`config.mk`:
```
export PLATFORM = sky130hd
export DESIGN_NAME = glitch_scheduler
export DESIGN_NICKNAME = d
export VERILOG_FILES = /design/src/rtl/glitch_pkg.sv /design/src/rtl/load_down_counter.sv /design/src/rtl/glitch_scheduler.sv
export SDC_FILE = /design/constraint.sdc
export NUM_CORES = 1
export LEC_CHECK = 0
export ABC_AREA = 0
export ABC_CLOCK_PERIOD_IN_PS = 7600
export CAP_MARGIN = 10
export CORE_ASPECT_RATIO = 0.9
export CORE_MARGIN = 2
export CORE_UTILIZATION = 58
export DETAILED_ROUTE_END_ITERATION = 8
export PLACE_DENSITY = 0.83
export SLEW_MARGIN = 20
export SYNTH_ARGS = -nofsm -noshare
export SYNTH_HDL_FRONTEND = slang
export SYNTH_HIERARCHICAL = 1
export SYNTH_SLANG_ARGS = --single-unit
```
`constraint.sdc`:
```
create_clock -name clk -period 7.6 [get_ports clk]
set_input_delay 1.14 -clock clk [delete_from_list [all_inputs] [get_ports clk]]
set_output_delay 1.14 -clock clk [all_outputs]
set_load 0.02 [all_outputs]
```
`src/rtl/glitch_pkg.sv`:
```
// Shared definitions for the clock-glitch sequencer and the glitcher integration top.
package glitch_pkg;

  localparam int DLY_W_DEFAULT = 16;
  localparam int CNT_W_DEFAULT = 8;

  typedef enum logic [2:0] {
    ST_IDLE,
    ST_ARMED,
    ST_DELAY,
    ST_FIRE,
    ST_SPACE
  } glitch_state_t;

  function automatic logic is_busy_state(input glitch_state_t s);
    return (s == ST_DELAY) || (s == ST_FIRE) || (s == ST_SPACE);
  endfunction

endpackage

```
`src/rtl/load_down_counter.sv`:
```
// Loadable down-counter that stops at zero; shared by the delay and spacing phases.
module load_down_counter
  import glitch_pkg::*;
#(
  parameter int WIDTH = DLY_W_DEFAULT
) (
  input  logic             clk,
  input  logic             rst,
  input  logic             load,
  input  logic [WIDTH-1:0] load_val,
  input  logic             en,
  output logic             zero
);

  logic [WIDTH-1:0] count;

  always_ff @(posedge clk or negedge rst) begin
    if (!rst) begin
      count <= '0;
    end else if (load) begin
      count <= load_val;
    end else if (en && (count != '0)) begin
      count <= count - 1'b1;
    end
  end

  assign zero = (count == '0);

endmodule

```
`src/rtl/glitch_scheduler.sv`:
```
// Arms on request, waits for a trigger rising edge, then emits N glitch pulses
// after a delay of D cycles at a spacing of max(S,1)+1 cycles.
module glitch_scheduler
  import glitch_pkg::*;
#(
  parameter int DLY_W = DLY_W_DEFAULT,
  parameter int CNT_W = CNT_W_DEFAULT
) (
  input  logic             clk,
  input  logic             rst,
  input  logic             arm,
  input  logic             abort,
  input  logic             ext_trig,
  input  logic [DLY_W-1:0] cfg_delay,
  input  logic [DLY_W-1:0] cfg_spacing,
  input  logic [CNT_W-1:0] cfg_count,
  output logic             glitch_trig,
  output logic             armed,
  output logic             busy,
  output logic             done,
  output logic [CNT_W-1:0] fired
);

  glitch_state_t state, next_state;

  logic             prev_trig;
  logic             trig_rise;
  logic [DLY_W-1:0] d_lat;
  logic [DLY_W-1:0] s_lat;
  logic [CNT_W-1:0] n_lat;
  logic [CNT_W-1:0] fired_inc;
  logic             cfg_latch;
  logic             fire_now;
  logic             cnt_load;
  logic             cnt_en;
  logic             cnt_zero;
  logic [DLY_W-1:0] cnt_load_val;

  assign trig_rise = ext_trig && !prev_trig;
  assign fired_inc = fired + 1'b1;

  load_down_counter #(
    .WIDTH(DLY_W)
  ) u_counter (
    .clk     (clk),
    .rst     (rst),
    .load    (cnt_load),
    .load_val(cnt_load_val),
    .en      (cnt_en),
    .zero    (cnt_zero)
  );

  always_ff @(posedge clk or negedge rst) begin
    if (!rst) begin
      state <= ST_IDLE;
    end else begin
      state <= next_state;
    end
  end

  // abort overrides every other request, including arm and a trigger edge
  always_comb begin
    next_state   = state;
    cfg_latch    = 1'b0;
    fire_now     = 1'b0;
    cnt_load     = 1'b0;
    cnt_en       = 1'b0;
    cnt_load_val = '0;
    if (abort) begin
      next_state = ST_IDLE;
    end else begin
      case (state)
        ST_IDLE: begin
          if (arm && (cfg_count != '0)) begin
            cfg_latch  = 1'b1;
            next_state = ST_ARMED;
          end
        end
        ST_ARMED: begin
          if (trig_rise) begin
            if (d_lat != '0) begin
              next_state   = ST_DELAY;
              cnt_load     = 1'b1;
              cnt_load_val = d_lat - 1'b1;
            end else begin
              next_state = ST_FIRE;
            end
          end
        end
        ST_DELAY, ST_SPACE: begin
          if (cnt_zero) begin
            next_state = ST_FIRE;
          end else begin
            cnt_en = 1'b1;
          end
        end
        ST_FIRE: begin
          fire_now = 1'b1;
          if (fired_inc == n_lat) begin
            next_state = ST_IDLE;
          end else begin
            next_state   = ST_SPACE;
            cnt_load     = 1'b1;
            cnt_load_val = (s_lat == '0) ? '0 : s_lat - 1'b1;
          end
        end
        default: next_state = ST_IDLE;
      endcase
    end
  end

  // busy stays up through the last pulse cycle so it drops together with done rising
  always_ff @(posedge clk or negedge rst) begin
    if (!rst) begin
      prev_trig   <= 1'b0;
      d_lat       <= '0;
      s_lat       <= '0;
      n_lat       <= '0;
      fired       <= '0;
      glitch_trig <= 1'b0;
      armed       <= 1'b0;
      busy        <= 1'b0;
      done        <= 1'b0;
    end else begin
      prev_trig <= ext_trig;
      if (cfg_latch) begin
        d_lat <= cfg_delay;
        s_lat <= cfg_spacing;
        n_lat <= cfg_count;
        fired <= '0;
      end else if (fire_now && (fired != n_lat)) begin
        fired <= fired_inc;
      end
      glitch_trig <= fire_now;
      armed       <= (next_state == ST_ARMED);
      busy        <= is_busy_state(next_state) || fire_now;
      done        <= glitch_trig && (fired == n_lat) && !abort;
    end
  end

endmodule

```
==> summary.md, run 1 <==
| Metric | Value |
|---|---|
| Setup violators final | `0` |
| Global-route wire length before repair | `17100 um` |
| Cell Area, Synth | `0.00441 sq mm` |
| RSZ-0062 raised after global routing | `no` |
| Worst Path Required | `7850 ps` |
| Core area | `0.00747 sq mm` |
| Area share of the largest cell type after synthesis | `40.8%` |
| Syn Nets | `486` |
| Worst-case clock skew | `11.8 ps` |
| Final wirelength | `10200 um` |
| Seq pwr share | `47.6%` |
| Clock Tree Root | `clkbuf_8` |
| Fmax | `0.247 GHz` |
| Worst Tran Pin Value | `925 ps` |
| Final #Nets | `530` |
| Drt drc | `0` |
| GRT busiest layer | `met2` |
| Pre-Repair DR Iteration Count | `4` |
| Run status | `completed` |
| Synth Instances | `435` |
| TritonCTS buffer count | `9` |
| P_sw | `416 uW` |
| GR Util All Layers | `26.5%` |
| GR Util met1 | `38.4%` |
| Reg2reg path depth | `10` |
| Power Dens Cells | `235 mW/mm^2` |
| Slowest stage delay, CP | `780 ps` |
| Largest fanout on the critical path | `21` |
| GP Congestion | `0.900` |
| Final hold vios | `0` |
| Dpl hpwl | `7410 um` |
| Vias per cell | `6.19` |
| Fin crit share | `53.2%` |
| Starting density of the core | `59.1%` |
| Switching part of the total | `34.5%` |
| Hold Crit Endpoint | `n_lat[7]` |
| Worst skew pair latency | `360 ps` |
| Area growth syn-to-layout | `16.2%` |
| Cell count after placement | `564` |
| Top cells by area, synth | `dfrtp_1 (41%), mux2_2 (10%), xnor2_1 (6.9%)` |
| Total gr overflow | `0` |
| Syn_area_per_cell | `10.1 sq um` |
| Fin. max-slew vios | `0` |
| PostCTS Resize Cnt | `0` |
| WP data arrival | `4290 ps` |
| Combinational group share of total power | `26.9%` |
| Setup CP Type | `input pin to flip-flop` |
| Share of cells above drive strength 1 | `15.9%` |
| ANT cells | `0` |
| Avg WL per Cell | `17.6 um` |
| Sequence of cells on the critical path | `clkdlybuf4s50_1, inv_1, nor2_1, o41ai_2, or4_1, o21ai_2, inv_1, o311a_1, a221o_1` |
| Hold Path Stages | `1` |
| EDFF count, synth | `0` |
| Internal power | `790 uW` |
| Leakage | `0.00189 uW` |
| Number of I/O pins | `57` |
| Met3 Use GR | `6.00%` |
| Max VDD drop | `0.127 mV` |
| CTS tree | `built` |
| Initial antenna violation count | `0` |
| Setup bufs post-CTS | `0` |
| Die Area | `0.00832 sq mm` |
| Bufs on Longest Clock Path | `2` |
| Worst Path Buf+Inv | `3` |
| RR Startpoint | `u_counter/count[0]` |
| Setup slack, reg-to-reg | `3920 ps` |
| Synth Register Bits | `72` |
| Hold/Removal Path Class | `flip-flop to flip-flop` |
| Post-synthesis async set-or-reset flop share | `100%` |
| Final ANT Viol Nets | `0` |
| Largest area contributor in the netlist | `dfrtp_1` |
| Rel. slew slack | `38.3%` |
| Chip height | `86.7 um` |
| PortBufs | `56` |
| Total Neg Setup Slack | `0 ps` |
| CP endpoint kind | `flip-flop` |
| Clock transition at the registers of the reported paths | `90 ps` |
| Non-filler instance count after layout | `580` |
| 1st-iter DRT viols | `234` |
| Worst path most repeated cell | `inv_1` |
| Sequential fraction of the synthesis area | `40.8%` |
| Post-CTS Hold Fix Bufs | `0` |
| Hold Startpoint | `n_lat[7]` |
| Worst reg2reg endpoint | `u_counter/count[11]` |
| Primary FF master, synth | `dfrtp_1` |
| Largest net degree at the start of global routing | `73` |
| Worst Setup SP | `ext_trig` |
| Slowest CP cell | `or4_1` |
| Clock Power Share | `25.5%` |
| Die X | `95.9 um` |
| Tmin final | `4040 ps` |
| Startpoint types | `input pin` |
| Commonest cells in the netlist | `dfrtp_1 (72), mux2_2 (40), nor2_1 (38)` |
| Most frequent cell after synthesis | `dfrtp_1` |
| Via count | `3590` |
| Max-cap violations | `0` |
| Vias in the first global route | `3423` |
| CTS Sinks | `72` |
| M2 GR Usage | `40.6%` |
| H-tree lvl count | `3` |
| Number of synthesis warnings | `6` |
| CP top delay family | `buffers and inverters` |
| Yosys cell types | `66` |
| Num rows | `30` |
==> per-layer routing <==
layer / routed length [um] / vias to the layer above
li1: - / 1702
met1: 4720 / 1771
met2: 4780 / 100
met3: 547 / 17
met4: 149 / 0
met5: 0 / -
==> layout by cell type, fill, tap and decap left out, types with 3 or more instances in the layout <==
cell             Yosys  layout
xnor2_1             35      35
or3_1                8       8
xor2_1              11      11
a31oi_1              8       8
clkbuf_8             1       9
mux2_2              40      40
nand2_1             25      25
o31ai_1              5       5
ha_1                 6       6
o32ai_1             11      11
or4_4                3       3
o211ai_1             3       3
inv_1               11      11
and2_1               3       3
a211oi_1             7       7
clkdlybuf4s50_1      0      55
nor2_1              38      37
o22ai_1              9       9
or2_2                3       3
nor4_1              11      11
a21oi_1              7       7
or4_1               12      12
o41ai_1              4       4
nor3_1              12      12
dfrtp_1             72      72
o21ai_0              9       9
o21a_1               5       5
nand3_1             13      13
==> cell families after synthesis <==
| kind of cell | share of synthesized area (%) |
|---|---|
| AO/OA/AOI/OAI | 13.3 |
| XOR/XNOR | 9.13 |
| adder cells (fa/ha/maj) | 1.70 |
| buffers and inverters | 5.08 |
| flip-flops | 40.8 |
| multiplexers | 10.4 |
| AND/OR/NAND/NOR | 19.5 |
==> power groups by stage <==
| stage | sequential [uW] | clock (uW) | combinational, uW |
|---|---|---|---|
| global placement | 573 | 0 | 312 |
| CTS | 572 | 312 | 325 |
| global route | 589 | 331 | 359 |
| finish | 574 | 307 | 325 |
| detailed placement | 578 | 0 | 323 |
| floorplan | 544 | 0 | 251 |
==> state kept, by name (all words and copies together) (netlist names) <==
| name | flops |
|---|---|
| n_lat | 8 |
| u_counter/count | 16 |
| armed | 1 |
| done | 1 |
| fired | 8 |
| s_lat | 16 |
| glitch_trig | 1 |
| prev_trig | 1 |
| d_lat | 16 |
| busy | 1 |
| state | 3 |
==> final cells by class <==
class	instances	area, sq um
sequential	72	1800
timing repair buffer	58	571
fill	576	2340
tap	96	120
multi-input combinational	326	2390
clock buffer	9	124
clock inverter	7	72.6
inverter	12	45.0
==> worst register-to-register path: cells and delay by family (launching register included) <==
kind                     cells  cell delay, ps
AO/OA/AOI/OAI                1             180
adder cells (fa/ha/maj)      1             270
AND/OR/NAND/NOR              7            2720
buffers and inverters        1              80
flip-flops                   1             360
==> worst max path at each step <==
stage,endpoint,slack (ps),cells after the start
finish,u_counter/count[13],3560,9
floorplan,u_counter/count[15],4180,6
global placement,u_counter/count[13],3360,9
global route,u_counter/count[13],3380,9
CTS,u_counter/count[13],3620,9
detailed placement,u_counter/count[13],3270,9
==> through the flow <==
step / util (%) / setup slack (ps) / power (uW) / instance area, sq um / hold WS [ps]
finish: 68.6 / 3560 / 1210 / 5130 / 539
global route: 68.6 / 3380 / 1280 / 5130 / 558
CTS: 68.6 / 3620 / 1210 / 5130 / 539
detailed placement: 66.0 / 3270 / 901 / 4930 / 519
global placement: 66.0 / 3360 / 885 / 4930 / 516
floorplan: - / 4180 / 796 / 4410 / 502
Power figures use the tool's default switching activity.
==> run 2, diff against run 1 <==
--- a/config.mk
+++ b/config.mk
@@ -6,13 +6,13 @@
 export NUM_CORES = 1
 export LEC_CHECK = 0
 export ABC_AREA = 0
-export ABC_CLOCK_PERIOD_IN_PS = 7600
+export ABC_CLOCK_PERIOD_IN_PS = 4000
 export CAP_MARGIN = 10
 export CORE_ASPECT_RATIO = 0.9
 export CORE_MARGIN = 2
-export CORE_UTILIZATION = 58
+export CORE_UTILIZATION = 56
 export DETAILED_ROUTE_END_ITERATION = 8
-export PLACE_DENSITY = 0.83
+export PLACE_DENSITY = 0.81
 export SLEW_MARGIN = 20
 export SYNTH_ARGS = -nofsm -noshare
 export SYNTH_HDL_FRONTEND = slang
==> constraint.sdc (replaced) <==
create_clock -name clk -period 4 [get_ports clk]
set_input_delay 0.6 -clock clk [delete_from_list [all_inputs] [get_ports clk]]
set_output_delay 0.6 -clock clk [all_outputs]
set_load 0.02 [all_outputs]
==> run 2 against run 1 <==
Effect of this change: count of clock-buffer cells in the layout grew 1; worst hold slack lost 280 ps; critical path type is now flip-flop to flip-flop; core utilization shrank 0.41 points.
==> summary.md, run 2 (same netlist as run 1, synthesis figures left out) <==
| Metric | Value |
|---|---|
| Run status | `completed` |
| CP top delay family | `simple AND/OR/NAND/NOR gates` |
| Total Neg Setup Slack | `0 ps` |
| Post-CTS Hold Fix Bufs | `0` |
| Hold/Removal Path Class | `input pin to asynchronous set/reset pin` |
| Rel. slew slack | `59.3%` |
| Total gr overflow | `0` |
| Fin crit share | `82.3%` |
| Global-route wire length before repair | `17300 um` |
| Worst Path Buf+Inv | `2` |
| Largest net degree at the start of global routing | `49` |
| GRT busiest layer | `met2` |
| Most common cell after layout, fill and taps aside | `dfrtp_1` |
| Internal power | `1560 uW` |
| Power Dens Cells | `451 mW/mm^2` |
| Fin util | `68.2%` |
| PostCTS Resize Cnt | `0` |
| Chip height | `88.2 um` |
| Clock Tree Root | `clkbuf_8` |
| Worst path most repeated cell | `nor4_1` |
| Bufs on Longest Clock Path | `2` |
| Commonest non-fill, non-tap cells in the layout | `dfrtp_1 (72), clkdlybuf4s50_1 (55), mux2_2 (40)` |
| Slowest CP cell | `or3b_2` |
| Initial antenna violation count | `0` |
| Worst Tran Pin Value | `606 ps` |
| Final #Nets | `534` |
| RSZ-0062 raised after global routing | `no` |
| PortBufs | `56` |
| Fin. max-slew vios | `0` |
| WP data arrival | `3570 ps` |
| Pre-Repair DR Iteration Count | `5` |
| CP endpoint kind | `flip-flop` |
| Final ANT Viol Nets | `0` |
| H-tree lvl count | `3` |
| Dpl hpwl | `7480 um` |
| Setup slack, reg-to-reg | `710 ps` |
| Max-cap violations | `0` |
| P_sw | `770 uW` |
| Drt drc | `0` |
| Clock Power Share | `26.9%` |
| CTS tree | `built` |
| GR Util met1 | `35.4%` |
| Num rows | `30` |
| Register Area | `0.00180 sq mm` |
| Top Registers | `d_lat: 16 flops, s_lat: 16 flops, u_counter/count: 16 flops` |
| Seq pwr share | `46.6%` |
| RR Startpoint | `u_counter/count[0]` |
| Number of I/O pins | `57` |
| Share of cells above drive strength 1 | `16.2%` |
| Worst reg2reg endpoint | `u_counter/count[11]` |
| Tmin final | `3290 ps` |
| 1st-iter DRT viols | `334` |
| ANT cells | `0` |
| Placed cell areas | `0.00496 sq mm` |
| Worst Path Required | `4270 ps` |
| Final wirelength | `10300 um` |
| Combinational group share of total power | `26.5%` |
| Via count | `3568` |
| Final Cell Area | `0.00517 sq mm` |
| Setup CP Type | `flip-flop to flip-flop` |
| Starting density of the core | `58.2%` |
| GR Util All Layers | `25.3%` |
| Fmax | `0.304 GHz` |
| GP Congestion | `0.911` |
| Largest fanout on the critical path | `9` |
| Worst Setup SP | `u_counter/count[0]` |
| Reg2reg path depth | `11` |
| Sequence of cells on the critical path | `inv_1, ha_1, nand2b_1, nor4_1, and2_1, nor4_1, buf_4, or3b_2, or3_1, or4b_1, a31oi_1` |
| Clock transition at the registers of the reported paths | `80 ps` |
| Final hold vios | `0` |
| Setup bufs post-CTS | `0` |
| Met3 Use GR | `4.55%` |
| Area growth syn-to-layout | `17.3%` |
| Core area | `0.00758 sq mm` |
| Leakage | `0.00191 uW` |
| Switching part of the total | `33.0%` |
| Max VDD drop | `0.338 mV` |
| CTS Sinks | `72` |
| Startpoint types | `flip-flop` |
| Worst skew pair latency | `350 ps` |
| Avg WL per Cell | `17.6 um` |
| Multi-input logic area | `0.00239 sq mm` |
| Setup violators final | `0` |
| TritonCTS buffer count | `9` |
| Die X | `97.6 um` |
| Worst-case clock skew | `11.5 ps` |
| M2 GR Usage | `40.9%` |
| Vias in the first global route | `3491` |
| Die Area | `0.00861 sq mm` |
| Vias per cell | `6.12` |
| Slowest stage delay, CP | `530 ps` |
| Layout fillers | `593` |
-- run 2: how the worst max path moves through the flow --
stage,end,slack [ps],cells after the start
after global routing,u_counter/count[11],560,11
after detailed placement,u_counter/count[11],590,7
after CTS,u_counter/count[11],740,11
after floorplan,u_counter/count[15],760,10
final,u_counter/count[11],710,11
after global placement,u_counter/count[11],640,7
-- run 2: per-layer routing --
layer / vias to the layer above / share of wire (%) / routed length, um
met5: - / 0 / 0
met4: 0 / 1.1 / 113
met3: 11 / 6.0 / 617
met2: 116 / 47 / 4790
met1: 1730 / 46 / 4750
li1: 1711 / - / -
-- run 2: worst register-to-register path, stage by stage (launching register included) --
cell and delay, ps:
dfrtp_1 340, inv_1 70, ha_1 250, nand2b_1 120, nor4_1 90, and2_1 240, nor4_1 250, buf_4 190
or3b_2 530, or3_1 480, or4b_1 500, a31oi_1 160
-- run 2: cell type report --
type,count,share of cell area [%]
multi-input combinational,326,46.3
sequential,72,34.8
timing repair buffer,62,11.7
clock buffer,10,2.47
tap,96,2.32
clock inverter,5,1.60
inverter,12,0.871
-- run 2: power groups by stage --
stage / Sequential [uW] / Combinational (uW) / Clock [uW]
after floorplan: 1030 / 478 / 0
final: 1090 / 618 / 627
after CTS: 1080 / 616 / 644
after global routing: 1120 / 682 / 669
after global placement: 1080 / 597 / 0
after detailed placement: 1090 / 612 / 0
-- run 2: metrics by stage --
| stage | setup WS [ps] | cells | hold WS (ps) | total power (uW) |
|---|---|---|---|---|
| 4_1_cts | 736 | 583 | 472 | 2340 |
| 3_3_place_gp | 643 | 568 | 516 | 1680 |
| 5_1_grt | 555 | 583 | 303 | 2470 |
| 6_report | 706 | 583 | 256 | 2330 |
| 3_5_place_dp | 594 | 568 | 519 | 1710 |
| 2_1_floorplan | 758 | 435 | 304 | 1510 |
==> RTL edit: new RTL, flow settings as in run 1 <==
Add an input register stage for `cfg_spacing`, with the module's reset; this delays it by one clock. The other inputs are not delayed to match.
--- a/src/rtl/glitch_scheduler.sv
+++ b/src/rtl/glitch_scheduler.sv
@@ -20,6 +20,16 @@
   output logic             done,
   output logic [CNT_W-1:0] fired
 );
+
+  logic [DLY_W-1:0] cfg_spacing_q;
+
+  always_ff @(posedge clk or negedge rst) begin
+    if (!rst) begin
+      cfg_spacing_q <= '0;
+    end else begin
+      cfg_spacing_q <= cfg_spacing;
+    end
+  end
 
   glitch_state_t state, next_state;
 
@@ -125,7 +135,7 @@
       prev_trig <= ext_trig;
       if (cfg_latch) begin
         d_lat <= cfg_delay;
-        s_lat <= cfg_spacing;
+        s_lat <= cfg_spacing_q;
         n_lat <= cfg_count;
         fired <= '0;
       end else if (fire_now && (fired != n_lat)) begin
Function: changed (a bounded check fails within 10 cycles, from zero or initial values and one cycle with rst low).
==> RTL edit against run 1 <==
Non-clock buffer count up 1; largest cell class unchanged; sequential cell count up 16; core utilization up 0.63 points; combinational power up 4%; first-iteration DRC count up 19%; routed wire length up 7.2%; total power up 11%; area after synthesis up 9.2%; cell area up 9.0%; global-route usage down 0.43 points; worst setup slack better by 0.26 ns.
==> RTL edit: results (changes against run 1) <==
status finished, final reports clean (unchanged); Compound-Gate Fraction of Synth Area 13.4% (was 13.3%); CP max-delay cell o2111a_1 (was or4_1); final net count 552 (was 530); post-synthesis adder-cell area fraction 1.56% (was 1.70%); met2 wire length 5100 microns (was 4780 microns); worst vdd ir 0.000154 V (was 0.000127 V); Slew HR 48.1% (was 38.3%); Synth top cells by count dfrtp_1, mux2_2, nor2_1 (unchanged); pre-CTS worst setup slack 3.55 ns (was 3.27 ns); sequential share of the synthesized area 45.7% (was 40.8%); Via density 6.22 (was 6.19); final wirelength 10900 microns (was 10200 microns); Hold Startpoint cfg_spacing_q[0]$_DFF_PN0_ (was n_lat[7]$_DFFE_PN0P_); met3 wire length 619 microns (was 547 microns); Routability Congestion 0.882 (was 0.900); detailed placer's ending HPWL 7930 microns (was 7410 microns); Pleak 0.00215 uW (was 0.00189 uW); reg-to-reg endpoint u_counter/count[6]$_DFFE_PN0P_ (was u_counter/count[11]$_DFFE_PN0P_); Mean Syn Cell Area 10.6 sq um (was 10.1 sq um); via count 3762 (was 3590); first-pass GRT wire length 18700 microns (was 17100 microns); layout cells sized above 1 13.8% (was 15.9%); reg2reg start fired[1]$_DFFE_PN0P_ (was u_counter/count[0]$_DFFE_PN0P_); ranking of synthesized cells by area dfrtp_1, mux2_2, xnor2_1, o32ai_1, nor2_1 (was dfrtp_1, mux2_2, xnor2_1, nor2_1, o32ai_1); fill count 613 (was 576); Reg2Reg Setup Slack 3.82 ns (was 3.92 ns); Final min period 3.78 ns (was 4.04 ns); Area after DPL 5380 sq um (was 4930 sq um); Final Hold Slack 0.467 ns (was 0.539 ns); Iteration-0 DRC Markers 278 (was 234); xor-xnor portion of the synthesized cell area 6.91% (was 9.13%); Hold Path Stages 2 (was 1); mux contribution to synthesized area 9.48% (was 10.4%); # Post-CTS Setup Buffers 0 (unchanged); Layout Skew 0.0168 ns (was 0.0118 ns); Syn Nets 506 (was 486); CP top delay family compound AO/OA/AOI/OAI gates (was buffers and inverters); initial antenna violation count 0 (unchanged); synth unique cells 65 (was 66)
RTL edit: worst register-to-register path, stage by stage, from the launching register on:
cell and delay [ns]:
dfrtp_1 0.47, ha_1 0.34, nand3_2 0.14, or3_1 0.38, a2111oi_2 0.41, o2111a_1 0.67
a21oi_1 0.15, buf_4 0.23, inv_1 0.50, o211ai_1 0.23, o21a_1 0.16
RTL edit: layer usage:
| metal | global-route usage, % | vias up |
|---|---|---|
| met5 | 0 | - |
| met4 | 7.31 | 0 |
| met3 | 5.03 | 17 |
| met2 | 39.2 | 135 |
| met1 | 38.8 | 1817 |
| li1 | - | 1793 |
RTL edit: cell type report:
cell class / count / area, sq um / area share [%]
multi-input cells: 331 / 2430 / 43.5
flip-flops and latches: 88 / 2200 / 39.4
repair buffers: 59 / 584 / 10.5
clock buffers: 9 / 124 / 2.22
well taps: 99 / 124 / 2.22
clock inverters: 7 / 78.8 / 1.41
inverters: 12 / 45.0 / 0.806
RTL edit: where the power goes:
part / total [uW] / internal (uW) / switching, uW
sequential: 663 / 553 / 111
combinational: 337 / 173 / 165
clock: 334 / 155 / 178
total: 1330 / 880 / 454
RTL edit: worst max path at each step:
stage | from | end | depth (start not counted)
after floorplan | abort | u_counter/count[15]$_DFFE_PN0P_ | 6
after global placement | abort | u_counter/count[15]$_DFFE_PN0P_ | 6
after detailed placement | abort | u_counter/count[11]$_DFFE_PN0P_ | 6
after CTS | fired[1]$_DFFE_PN0P_ | u_counter/count[6]$_DFFE_PN0P_ | 10
after global routing | fired[1]$_DFFE_PN0P_ | u_counter/count[6]$_DFFE_PN0P_ | 10
final | fired[1]$_DFFE_PN0P_ | u_counter/count[6]$_DFFE_PN0P_ | 10
